### config.mk
export PLATFORM = sky130hd
export DESIGN_NAME = fetch_queue_flat
export DESIGN_NICKNAME = d
export VERILOG_FILES = /design/src/rtl/fetch_queue_pkg.sv /design/src/rtl/fetch_queue_if.sv /design/src/rtl/fetch_queue_chk.sv /design/src/rtl/fetch_queue_fifo.sv /design/src/rtl/fetch_queue.sv /design/src/flat_wrapper.sv
export SDC_FILE = /design/constraint.sdc
export NUM_CORES = 1
export LEC_CHECK = 0
export ABC_AREA = 0
export BUFFER_PORTS_ARGS = -buffer_cell sky130_fd_sc_hd__buf_2
export CAP_MARGIN = 20
export CORE_UTILIZATION = 62
export DETAILED_ROUTE_END_ITERATION = 8
export PLACE_DENSITY = 0.95
export SYNTH_ARGS = -nofsm -noshare
export SYNTH_HDL_FRONTEND = slang
export SYNTH_HIERARCHICAL = 1
export SYNTH_SLANG_ARGS = --single-unit
export TNS_END_PERCENT = 10
### constraint.sdc
create_clock -name clk -period 6.7 [get_ports clk]
set_input_delay 0.335 -clock clk [delete_from_list [all_inputs] [get_ports clk]]
set_output_delay 0.335 -clock clk [all_outputs]
set_load 0.02 [all_outputs]
### src/rtl/fetch_queue_pkg.sv
// Shared types for the rv32imc fetch front end: queue entry layout and reset PC.
package fetch_queue_pkg;

    typedef struct packed {
        logic [31:0] inst;
        logic [31:0] pc;
    } fetch_entry_t;

    localparam logic [31:0] RESET_PC_DEFAULT = 32'h1eceb000;

    function automatic logic [31:0] word_align(input logic [31:0] addr);
        return {addr[31:2], 2'b00};
    endfunction

endpackage

### src/rtl/fetch_queue_if.sv
// Bundle of imem, decode and redirect signals around the fetch queue.
interface fetch_queue_if;
    logic        i_redirect;
    logic [31:0] i_redirect_pc;
    logic [31:0] imem_addr;
    logic [3:0]  imem_rmask;
    logic [31:0] imem_rdata;
    logic        imem_resp;
    logic        o_valid;
    logic        i_ready;
    logic [31:0] o_inst;
    logic [31:0] o_pc;

    modport master (
        input  i_redirect, i_redirect_pc, imem_rdata, imem_resp, i_ready,
        output imem_addr, imem_rmask, o_valid, o_inst, o_pc
    );

    modport slave (
        output i_redirect, i_redirect_pc, imem_rdata, imem_resp, i_ready,
        input  imem_addr, imem_rmask, o_valid, o_inst, o_pc
    );
endinterface

### src/rtl/fetch_queue_chk.sv
// Invariant checks for the fetch queue credit and discard counters.
module fetch_queue_chk #(
    parameter int DEPTH        = 4,
    parameter int MAX_INFLIGHT = 2,
    parameter int CW           = 3,
    parameter int IW           = 2
) (
    input logic          clk,
    input logic          rst,
    input logic          imem_resp,
    input logic [CW-1:0] count,
    input logic [IW-1:0] inflight,
    input logic [IW-1:0] discard
);

    a_credit: assert property (@(posedge clk) disable iff (rst)
        (32'(count) + 32'(inflight)) <= 32'(DEPTH));

    a_inflight_max: assert property (@(posedge clk) disable iff (rst)
        32'(inflight) <= 32'(MAX_INFLIGHT));

    a_discard: assert property (@(posedge clk) disable iff (rst)
        discard <= inflight);

    a_no_spurious_resp: assert property (@(posedge clk) disable iff (rst)
        !(imem_resp && (inflight == {IW{1'b0}})));

endmodule

### src/rtl/fetch_queue_fifo.sv
// Power-of-two circular buffer of fetch entries with push/pop/clear and occupancy count.
module fetch_queue_fifo
    import fetch_queue_pkg::*;
#(
    parameter int DEPTH = 4,
    localparam int AW = $clog2(DEPTH),
    localparam int CW = $clog2(DEPTH + 1)
) (
    input  logic         clk,
    input  logic         rst,
    input  logic         clear,
    input  logic         push,
    input  fetch_entry_t push_data,
    input  logic         pop,
    output fetch_entry_t head,
    output logic [CW-1:0] count,
    output logic         full,
    output logic         empty
);

    fetch_entry_t  mem_r [DEPTH];
    logic [AW-1:0] head_r;
    logic [AW-1:0] tail_r;
    logic [CW-1:0] count_r;
    logic          do_push_s;
    logic          do_pop_s;

    // Qualify requests against occupancy; clear overrides both.
    always_comb begin
        do_push_s = push && !full && !clear;
        do_pop_s  = pop && !empty && !clear;
    end

    // Pointers and count; pointers wrap naturally at DEPTH.
    always_ff @(posedge clk) begin
        if (rst || clear) begin
            head_r  <= {AW{1'b0}};
            tail_r  <= {AW{1'b0}};
            count_r <= {CW{1'b0}};
        end else begin
            if (do_push_s) tail_r <= tail_r + AW'(1);
            if (do_pop_s)  head_r <= head_r + AW'(1);
            count_r <= count_r + CW'(do_push_s) - CW'(do_pop_s);
        end
    end

    // Entry storage, written at the tail.
    always_ff @(posedge clk) begin
        if (do_push_s) mem_r[tail_r] <= push_data;
    end

    assign head  = mem_r[head_r];
    assign count = count_r;
    assign full  = (count_r == CW'(DEPTH));
    assign empty = (count_r == {CW{1'b0}});

endmodule

### src/rtl/fetch_queue.sv
// Decoupled instruction fetch: credit-based imem issue, in-order response queue, redirect flush.
// Optional FETCHQ_BYPASS_EN lets a response reach decode in the same cycle when the queue is empty.
module fetch_queue
    import fetch_queue_pkg::*;
#(
    parameter int          DEPTH        = 4,
    parameter int          MAX_INFLIGHT = 2,
    parameter logic [31:0] RESET_PC     = RESET_PC_DEFAULT
) (
    input logic           clk,
    input logic           rst,
    fetch_queue_if.master bus
);

    localparam int CW = $clog2(DEPTH + 1);
    localparam int IW = $clog2(MAX_INFLIGHT + 1);

    logic [31:0]   fetch_pc_r;
    logic [31:0]   resp_pc_r;
    logic [IW-1:0] inflight_r;
    logic [IW-1:0] discard_r;

    logic [31:0]   occ_s;
    logic          resp_ok_s;
    logic          issue_s;
    logic          keep_s;
    logic          push_s;
    logic          pop_s;
    logic          bypass_s;
    fetch_entry_t  push_data_s;
    fetch_entry_t  head_s;
    logic [CW-1:0] count_s;
    logic          full_s;
    logic          empty_s;

    // Issue credit, response qualification and decode-side view of the queue.
    always_comb begin
        occ_s       = 32'(count_s) + 32'(inflight_r);
        resp_ok_s   = bus.imem_resp && (inflight_r != {IW{1'b0}});
        issue_s     = !rst && !bus.i_redirect
                      && (32'(inflight_r) < 32'(MAX_INFLIGHT))
                      && (occ_s < 32'(DEPTH));
        keep_s      = resp_ok_s && (discard_r == {IW{1'b0}}) && !bus.i_redirect;
        push_data_s = '{inst: bus.imem_rdata, pc: resp_pc_r};
        pop_s       = !empty_s && bus.i_ready && !bus.i_redirect;
`ifdef FETCHQ_BYPASS_EN
        bypass_s    = keep_s && empty_s;
        push_s      = keep_s && !(bypass_s && bus.i_ready);
        if (bypass_s) begin
            bus.o_valid = 1'b1;
            bus.o_inst  = bus.imem_rdata;
            bus.o_pc    = resp_pc_r;
        end else begin
            bus.o_valid = !empty_s;
            bus.o_inst  = head_s.inst;
            bus.o_pc    = head_s.pc;
        end
`else
        bypass_s    = 1'b0;
        push_s      = keep_s;
        bus.o_valid = !empty_s;
        bus.o_inst  = head_s.inst;
        bus.o_pc    = head_s.pc;
`endif
        bus.imem_rmask = issue_s ? 4'hf : 4'h0;
        bus.imem_addr  = fetch_pc_r;
    end

    // Fetch/response PCs and outstanding-request bookkeeping; redirect wins over everything but reset.
    always_ff @(posedge clk) begin
        if (rst) begin
            fetch_pc_r <= word_align(RESET_PC);
            resp_pc_r  <= word_align(RESET_PC);
            inflight_r <= {IW{1'b0}};
            discard_r  <= {IW{1'b0}};
        end else if (bus.i_redirect) begin
            fetch_pc_r <= word_align(bus.i_redirect_pc);
            resp_pc_r  <= word_align(bus.i_redirect_pc);
            inflight_r <= inflight_r - IW'(resp_ok_s);
            discard_r  <= inflight_r - IW'(resp_ok_s);
        end else begin
            if (issue_s) fetch_pc_r <= fetch_pc_r + 32'd4;
            if (keep_s)  resp_pc_r  <= resp_pc_r + 32'd4;
            inflight_r <= inflight_r + IW'(issue_s) - IW'(resp_ok_s);
            if (resp_ok_s && (discard_r != {IW{1'b0}})) discard_r <= discard_r - IW'(1);
        end
    end

    fetch_queue_fifo #(.DEPTH(DEPTH)) u_fifo (
        .clk       (clk),
        .rst       (rst),
        .clear     (bus.i_redirect),
        .push      (push_s),
        .push_data (push_data_s),
        .pop       (pop_s),
        .head      (head_s),
        .count     (count_s),
        .full      (full_s),
        .empty     (empty_s)
    );

    fetch_queue_chk #(
        .DEPTH(DEPTH), .MAX_INFLIGHT(MAX_INFLIGHT), .CW(CW), .IW(IW)
    ) u_chk (
        .clk       (clk),
        .rst       (rst),
        .imem_resp (bus.imem_resp),
        .count     (count_s),
        .inflight  (inflight_r),
        .discard   (discard_r)
    );

endmodule
### src/flat_wrapper.sv
// flat-port wrapper written by rule: the top's interface ports become plain ports
module fetch_queue_flat import fetch_queue_pkg::*;
#(
    parameter int          DEPTH        = 4,
    parameter int          MAX_INFLIGHT = 2,
    parameter logic [31:0] RESET_PC     = RESET_PC_DEFAULT
)
  (clk, rst, bus_i_redirect, bus_i_redirect_pc, bus_imem_rdata, bus_imem_resp, bus_i_ready, bus_imem_addr, bus_imem_rmask, bus_o_valid, bus_o_inst, bus_o_pc);
  fetch_queue_if bus_i ();
  input logic clk;
  input logic rst;
  input wire logic [$bits(bus_i.i_redirect)-1:0] bus_i_redirect;
  input wire logic [$bits(bus_i.i_redirect_pc)-1:0] bus_i_redirect_pc;
  input wire logic [$bits(bus_i.imem_rdata)-1:0] bus_imem_rdata;
  input wire logic [$bits(bus_i.imem_resp)-1:0] bus_imem_resp;
  input wire logic [$bits(bus_i.i_ready)-1:0] bus_i_ready;
  output wire logic [$bits(bus_i.imem_addr)-1:0] bus_imem_addr;
  output wire logic [$bits(bus_i.imem_rmask)-1:0] bus_imem_rmask;
  output wire logic [$bits(bus_i.o_valid)-1:0] bus_o_valid;
  output wire logic [$bits(bus_i.o_inst)-1:0] bus_o_inst;
  output wire logic [$bits(bus_i.o_pc)-1:0] bus_o_pc;
  assign bus_i.i_redirect = bus_i_redirect;
  assign bus_i.i_redirect_pc = bus_i_redirect_pc;
  assign bus_i.imem_rdata = bus_imem_rdata;
  assign bus_i.imem_resp = bus_imem_resp;
  assign bus_i.i_ready = bus_i_ready;
  assign bus_imem_addr = bus_i.imem_addr;
  assign bus_imem_rmask = bus_i.imem_rmask;
  assign bus_o_valid = bus_i.o_valid;
  assign bus_o_inst = bus_i.o_inst;
  assign bus_o_pc = bus_i.o_pc;
  fetch_queue #(.DEPTH(DEPTH), .MAX_INFLIGHT(MAX_INFLIGHT), .RESET_PC(RESET_PC)) u_core (.clk(clk), .rst(rst), .bus(bus_i));
endmodule
; ---- Yosys cells after proc, flatten, opt, wreduce, memory -nomap -nowiden
; Memory sizes are Yosys's and may differ from the RTL's. A register that Yosys moved wholly into a read port is not among the register bits.
; Cells that the tools add are included.
[classes]
order_cmp = 2
n_mux = 12
addsub = 11
n_div = 0
multipliers = 0
n_reduce_logical = 26
n_bitwise = 0
n_eq_ne = 1
shifts = 0
[ops]
columns = op, n
row1 = $mux W32, 4
row2 = $add A32 B3 Y32 const B, 2
row3 = $lt A32 B3 Y1 const B, 1
row4 = $logic_and A1 B1 Y1, 13
row5 = $mux W2, 5
row6 = $reduce_bool A2 Y1, 5
row7 = $add A2 B1 Y2 const B, 2
row8 = $add A3 B2 Y4, 1
row9 = $logic_not A1 Y1, 4
row10 = $mux W4, 1
row11 = $sub A2 B1 Y2, 2
row12 = $add A3 B1 Y3, 1
row13 = $eq A3 B3 Y1 const B, 1
row14 = $logic_not A3 Y1, 1
row15 = $sub A3 B1 Y3, 1
row16 = $add A2 B1 Y2, 1
row17 = $logic_not A2 Y1, 1
row18 = $lt A2 B2 Y1 const B, 1
row19 = $mux W1, 2
row20 = $reduce_or A2 Y1, 1
row21 = $sub A2 B1 Y2 const B, 1
row22 = $logic_or A1 B1 Y1, 1
[word_totals]
latch_bits = 0
input_bits = 69
mem_bits_ro = 0
mem_count = 1
wordCells = 62
ramBits = 256
reg_bits = 75
[mem_list]
columns = memory, words, width, read_ports, rd_ports_with_merged_regs, wr, line_no
row1 = u_core.u_fifo.mem_r, 4, 64, 1, 1, 1, fetch_queue_fifo.sv:21  ; fetch_entry_t mem_r [DEPTH];

; ---- Logic depth before layout (Yosys ltp)
[depth]
ltp_word = 8
depth_mapped = 13

; ---- Cells and area by module
; Netlist, hierarchy kept.
[by_module_without_submodules]
columns = mod, seq_area_each_um2, cells_per_inst, area_per_inst_um2, instances
row1 = fetch_queue_fifo, 7867.5, 384, 9738.1, 1
row2 = fetch_queue, 1281.2, 467, 3703.6, 1

; ---- Least setup slack after synthesis
; OpenSTA, ideal clock, no wires.
[synth_path]
kind = input-to-reg
from = input port bus_i_redirect
to = memory u_core/u_fifo/mem_r[0][0] (netlist name) (enable)
slack_ps = 3430
setup_time_ps = 429
n_path_buf = 3
cell_stages = 6
arrival_time_ps = 2841
path_cell_list = buf_6 -> clkbuf_1 -> clkbuf_1 -> nor2_1 -> nor3b_2 -> and2_1
[synth_between]
elab_chain_len = 6
[synth_rtl]
columns = element, line_no
row1 = from (decl), flat_wrapper.sv:12  ; input wire logic [$bits(bus_i.i_redirect)-1:0] bus_i_redirect;
row2 = $logic_not A1 Y1, fetch_queue.sv:43  ; keep_s = resp_ok_s && (discard_r == {IW{1'b0}}) && !bus.i_redirect;
row3 = $logic_and A1 B1 Y1, fetch_queue.sv:43
row4 = net u_core.keep_s, fetch_queue.sv:26  ; logic keep_s;
row5 = $logic_and A1 B1 Y1 (2 in a row), fetch_queue_fifo.sv:30  ; do_push_s = push && !full && !clear;
row6 = $mux W1, fetch_queue_fifo.sv:49  ; if (do_push_s) mem_r[tail_r] <= push_data;
row7 = $mux W1 (implied by the code), fetch_queue_fifo.sv:49
row8 = to (decl), fetch_queue_fifo.sv:21
; The timed path passes the listed nets, and every way through them passes these cells.

==> results_tabular.tex <==
\begin{tabular}{lr}
\hline
Metric & Value \\
\hline
\multicolumn{2}{l}{\textbf{Logic synthesis}} \\
\quad FFs w/ async S/R, synth & 0\% \\
\quad Count of yosys warnings during synthesis & 6 \\
\quad Dominant register cell in the synthesized netlist & edfxtp\_1 \\
\quad Count of flip-flops with a built-in enable after synthesis & 256 \\
\quad Unique masters post-synth & 66 \\
\quad Post-synthesis register bit count & 329 \\
\quad Mapped Area & 13400 µm² \\
\quad Avg Synthesized Cell Area & between 15 and 20 µm² \\
\quad Part of the Yosys area used for sequential elements & around 68\% \\
\quad Cell count after synthesis & about 850 \\
\multicolumn{2}{l}{\textbf{Worst setup path}} \\
\quad Biggest cell delay along the critical path & 0.80 ns \\
\quad Endpoint arrival time on the critical path & 2.77 ns \\
\quad Worst EP required & 6.36 ns \\
\quad WS Path Type & reg2out \\
\quad Cell class contributing the biggest share of worst-path delay & buffers and inverters \\
\quad Startpoint class of the critical path & register \\
\quad Slowest cell on crit path & buf\_4 \\
\quad Largest fanout on the critical path & 49 \\
\quad Critical path, cell by cell & buf\_4, mux4\_2, buf\_2 \\
\quad Buf/Inv on CP & 2 \\
\quad Endpoint kind of the worst setup timing path & primary output \\
\multicolumn{2}{l}{\textbf{Final layout}} \\
\quad Nets & 1140 \\
\quad Fraction of layout instances using a drive strength above 1 & between 20\% and 30\% \\
\quad Post-Layout Cell Count & 1357 \\
\quad Final standard cell area without fillers & 15800 µm² \\
\quad Synthesis-to-finish area growth & 17.3\% \\
\quad Final core utilization & 74.5\% \\
\quad Most common cell after layout, fill and taps aside & edfxtp\_1 \\
\quad Commonest non-fill, non-tap cells in the layout & edfxtp\_1 (256), buf\_2 (166), dfxtp\_1 (71) \\
\quad Antenna cell count & 0 \\
\multicolumn{2}{l}{\textbf{STA}} \\
\quad Slew at the pin closest to its max-slew limit & 1.00 ns \\
\quad Setup repair after global routing missed its margin & no \\
\quad Min Hold Slack & roughly 0.03 ns \\
\quad Final Hold Viols & 0 \\
\quad Worst clock skew on the final layout & between 0.01 and 0.015 ns \\
\quad Final sum of negative setup slack & 0 ns \\
\quad Crit path setup slack, layout & 3.59 ns \\
\quad Portion of the clock cycle consumed by the worst path in the final layout & about 46\% \\
\quad Fin crit period & 3.11 ns \\
\quad Max-slew violation total from the final report & 0 \\
\quad Relative slew slack & approximately a third \\
\quad Achievable frequency & roughly 320 MHz \\
\quad Count of final setup violators & 0 \\
\multicolumn{2}{l}{\textbf{Die}} \\
\quad Number of top-level pins & between 150 and 200 \\
\quad Initial Util & $\sim$64\% \\
\quad Area of the die & roughly 22000 µm² \\
\quad Area of the core & $\sim$21000 µm² \\
\quad Row cnt & between 50 and 60 \\
\quad Floorplan die width & 149 µm \\
\quad Height of the die & roughly 150 µm \\
\multicolumn{2}{l}{\textbf{Power and ir drop}} \\
\quad Power after layout & $\sim$4.3 mW \\
\quad Reg power frac & 53.5\% \\
\quad Worst vdd rail ir drop & 0.204 mV \\
\quad Switch share & between 20\% and 30\% \\
\quad Cell leakage power & between 5 and 6 nW \\
\quad Reported net switching power & roughly 1000 µW \\
\quad Internal Dissipation & 3.34 mW \\
\quad Share of total power in the clock network & between 30\% and 40\% \\
\quad Power density over the cells & between 200 and 300 nW/µm² \\
\quad Part of the power in combinational logic & a little under 8\% \\
\multicolumn{2}{l}{\textbf{Place}} \\
\quad Cell count after placement & between 1000 and 1500 \\
\quad Half-perimeter wire length after placement & 16.4 mm \\
\quad Worst slack, placed & 3.30 ns \\
\quad Port buffer count & approximately 170 \\
\quad Placer Congestion & 0.886 \\
\quad Cell area after placement & 14400 µm² \\
\multicolumn{2}{l}{\textbf{Clock tree}} \\
\quad Clk slew on worst S/H paths & 0.06 ns \\
\quad Total CTS buffers & 31 \\
\quad Clock insertion delay at the later pin of the skew report & approximately 0.57 ns \\
\quad Clock tree buffer depth & 3 \\
\quad H-tree level count & 1 \\
\quad Setup fix buffers added after clock tree synthesis & 0 \\
\quad Clock root buffer & clkbuf\_16 \\
\quad TritonCTS clock tree & yes \\
\quad Total clock sinks & 329 \\
\multicolumn{2}{l}{\textbf{Job}} \\
\quad Max cap viols & 0 \\
\multicolumn{2}{l}{\textbf{Global route}} \\
\quad Total global routing track utilization & between 20\% and 30\% \\
\quad Pin count of the biggest net entering global routing & 65 \\
\quad Wire length of the first global-routing pass & between 40 and 50 mm \\
\quad Number of antenna violations at the first check in global routing & 0 \\
\quad Vias in the first global route & 8035 \\
\quad Overflow left after global routing & 0 \\
\multicolumn{2}{l}{\textbf{Route}} \\
\quad Number of vias per cell & slightly above 6 \\
\quad Via count & around 8400 \\
\quad DRT iter0 DRCs & around 960 \\
\quad Number of detailed-route iterations in the first pass & 6 \\
\quad DRC violations left & 0 \\
\quad Number of nets with antenna violations after routing & 0 \\
\quad Total routed wirelength & 28.9 mm \\
\quad Detail-routed net length per standard cell & 21.3 µm \\
\multicolumn{2}{l}{\textbf{Min path}} \\
\quad Classification of the worst-slack hold path & in2reg \\
\multicolumn{2}{l}{\textbf{Outcome}} \\
\quad Outcome & complete, no violations \\
\hline
\end{tabular}
-- path summary, 6_finish.rpt --
path | depth (start not counted) | to | start | slack [ns]
setup reg to reg | 13 | u_core/u_fifo/count[2]$_SDFF_PP0_ | u_core/discard_r[0]$_SDFFE_PP0P_ | 3.66
setup / recovery | 3 | bus_o_pc[22] | register | 3.59
hold reg to reg | 2 | register | u_core/u_fifo/head_r[1]$_SDFFE_PP0P_ | 0.49
hold / removal | 1 | u_core/u_fifo/mem_r[3][46]$_DFFE_PP_ | bus_imem_rdata[14] | 0.03
-- cell usage after synthesis (3+ instances only) --
| master | count | area (µm²) |
|---|---|---|
| a211o_1 | 3 | 26.3 |
| nand3_1 | 32 | 160 |
| or3_1 | 6 | 37.5 |
| nor2_1 | 42 | 158 |
| inv_1 | 19 | 71.3 |
| a31oi_1 | 7 | 43.8 |
| a211oi_1 | 8 | 60.1 |
| nand2_1 | 51 | 191 |
| nor3b_2 | 3 | 37.5 |
| clkbuf_1 | 16 | 60.1 |
| o21a_1 | 7 | 52.6 |
| buf_2 | 9 | 45.0 |
| mux2_1 | 3 | 33.8 |
| a311oi_1 | 3 | 26.3 |
| xor2_1 | 16 | 140 |
| edfxtp_1 | 256 | 7690 |
| nor3_1 | 13 | 65.1 |
| buf_6 | 10 | 113 |
| dfxtp_1 | 73 | 1460 |
| and2_1 | 8 | 50.1 |
| buf_1 | 3 | 11.3 |
| xnor2_1 | 18 | 158 |
| and3_1 | 13 | 81.3 |
| a21boi_0 | 3 | 22.5 |
| o211ai_1 | 7 | 52.6 |
| nand4_1 | 24 | 150 |
| and4_1 | 6 | 52.6 |
| mux4_2 | 64 | 1440 |
| nor4_1 | 9 | 56.3 |
| a21oi_1 | 37 | 185 |
| buf_4 | 7 | 52.6 |
| ha_1 | 13 | 163 |
| o21ai_0 | 17 | 85.1 |
| mux2i_1 | 6 | 60.1 |
-- sequential cells by signal, summed over array words and instances (netlist names), named ones only --
register,cells
u_core/bus.imem_addr,30
u_core/u_fifo/count,3
u_core/discard_r,2
u_core/u_fifo/tail_r,2
u_core/u_fifo/mem_r,256
u_core/u_fifo/head_r,2
u_core/resp_pc_r,30
u_core/inflight_r,2
-- final cells by class --
cell class	count	area, µm²
Sequential cell	329	9150
Fill cell	1199	5390
Multi-Input combinational cell	466	3970
Timing Repair Buffer	209	1240
Clock buffer	42	827
Tap cell	275	344
Clock inverter	16	151
Inverter	20	80.1
-- power by group through the flow --
stage | clock network, mW | registers (mW) | logic, mW
detailed placement | 0 | 2.36 | 0.316
finish | 1.68 | 2.33 | 0.336
global placement | 0 | 2.36 | 0.305
floorplan | 0 | 2.36 | 0.213
CTS | 1.71 | 2.32 | 0.334
global route | 1.77 | 2.33 | 0.365
-- repair_timing --
action                                 CTS  global route
hold buffers                            33             0
resized for setup                        0             0
endpoints found under the hold margin  126             0
-- routing by layer --
metal	part of all wire (%)	vias up	track usage (%)
met5	0	-	0
met4	2.2	0	5.66
met3	8.8	68	3.73
met2	49	500	44.0
met1	39	4062	36.1
li1	-	3743	-
-- worst reg2reg max path: stages (launching register included) --
cell      delay (ns)
dfxtp_1         0.30
inv_1           0.08
ha_1            0.22
o211ai_1        0.29
nor2_1          0.15
nor3b_2         0.47
inv_1           0.12
ha_1            0.30
inv_1           0.04
ha_1            0.18
fa_1            0.38
xnor2_1         0.18
xnor2_1         0.13
nor3_1          0.06
-- logic make-up after synthesis --
group,share of synthesized area (%)
AOI/OAI and AO/OA,5.32
xor gates and xnor gates,2.22
adders and majority gates,1.36
buffers and inverters,2.69
DFF,68.1
muxes,11.7
other,0.0279
and+or+nand+nor,8.62
No activity file was read; power rests on OpenSTA's default activity.
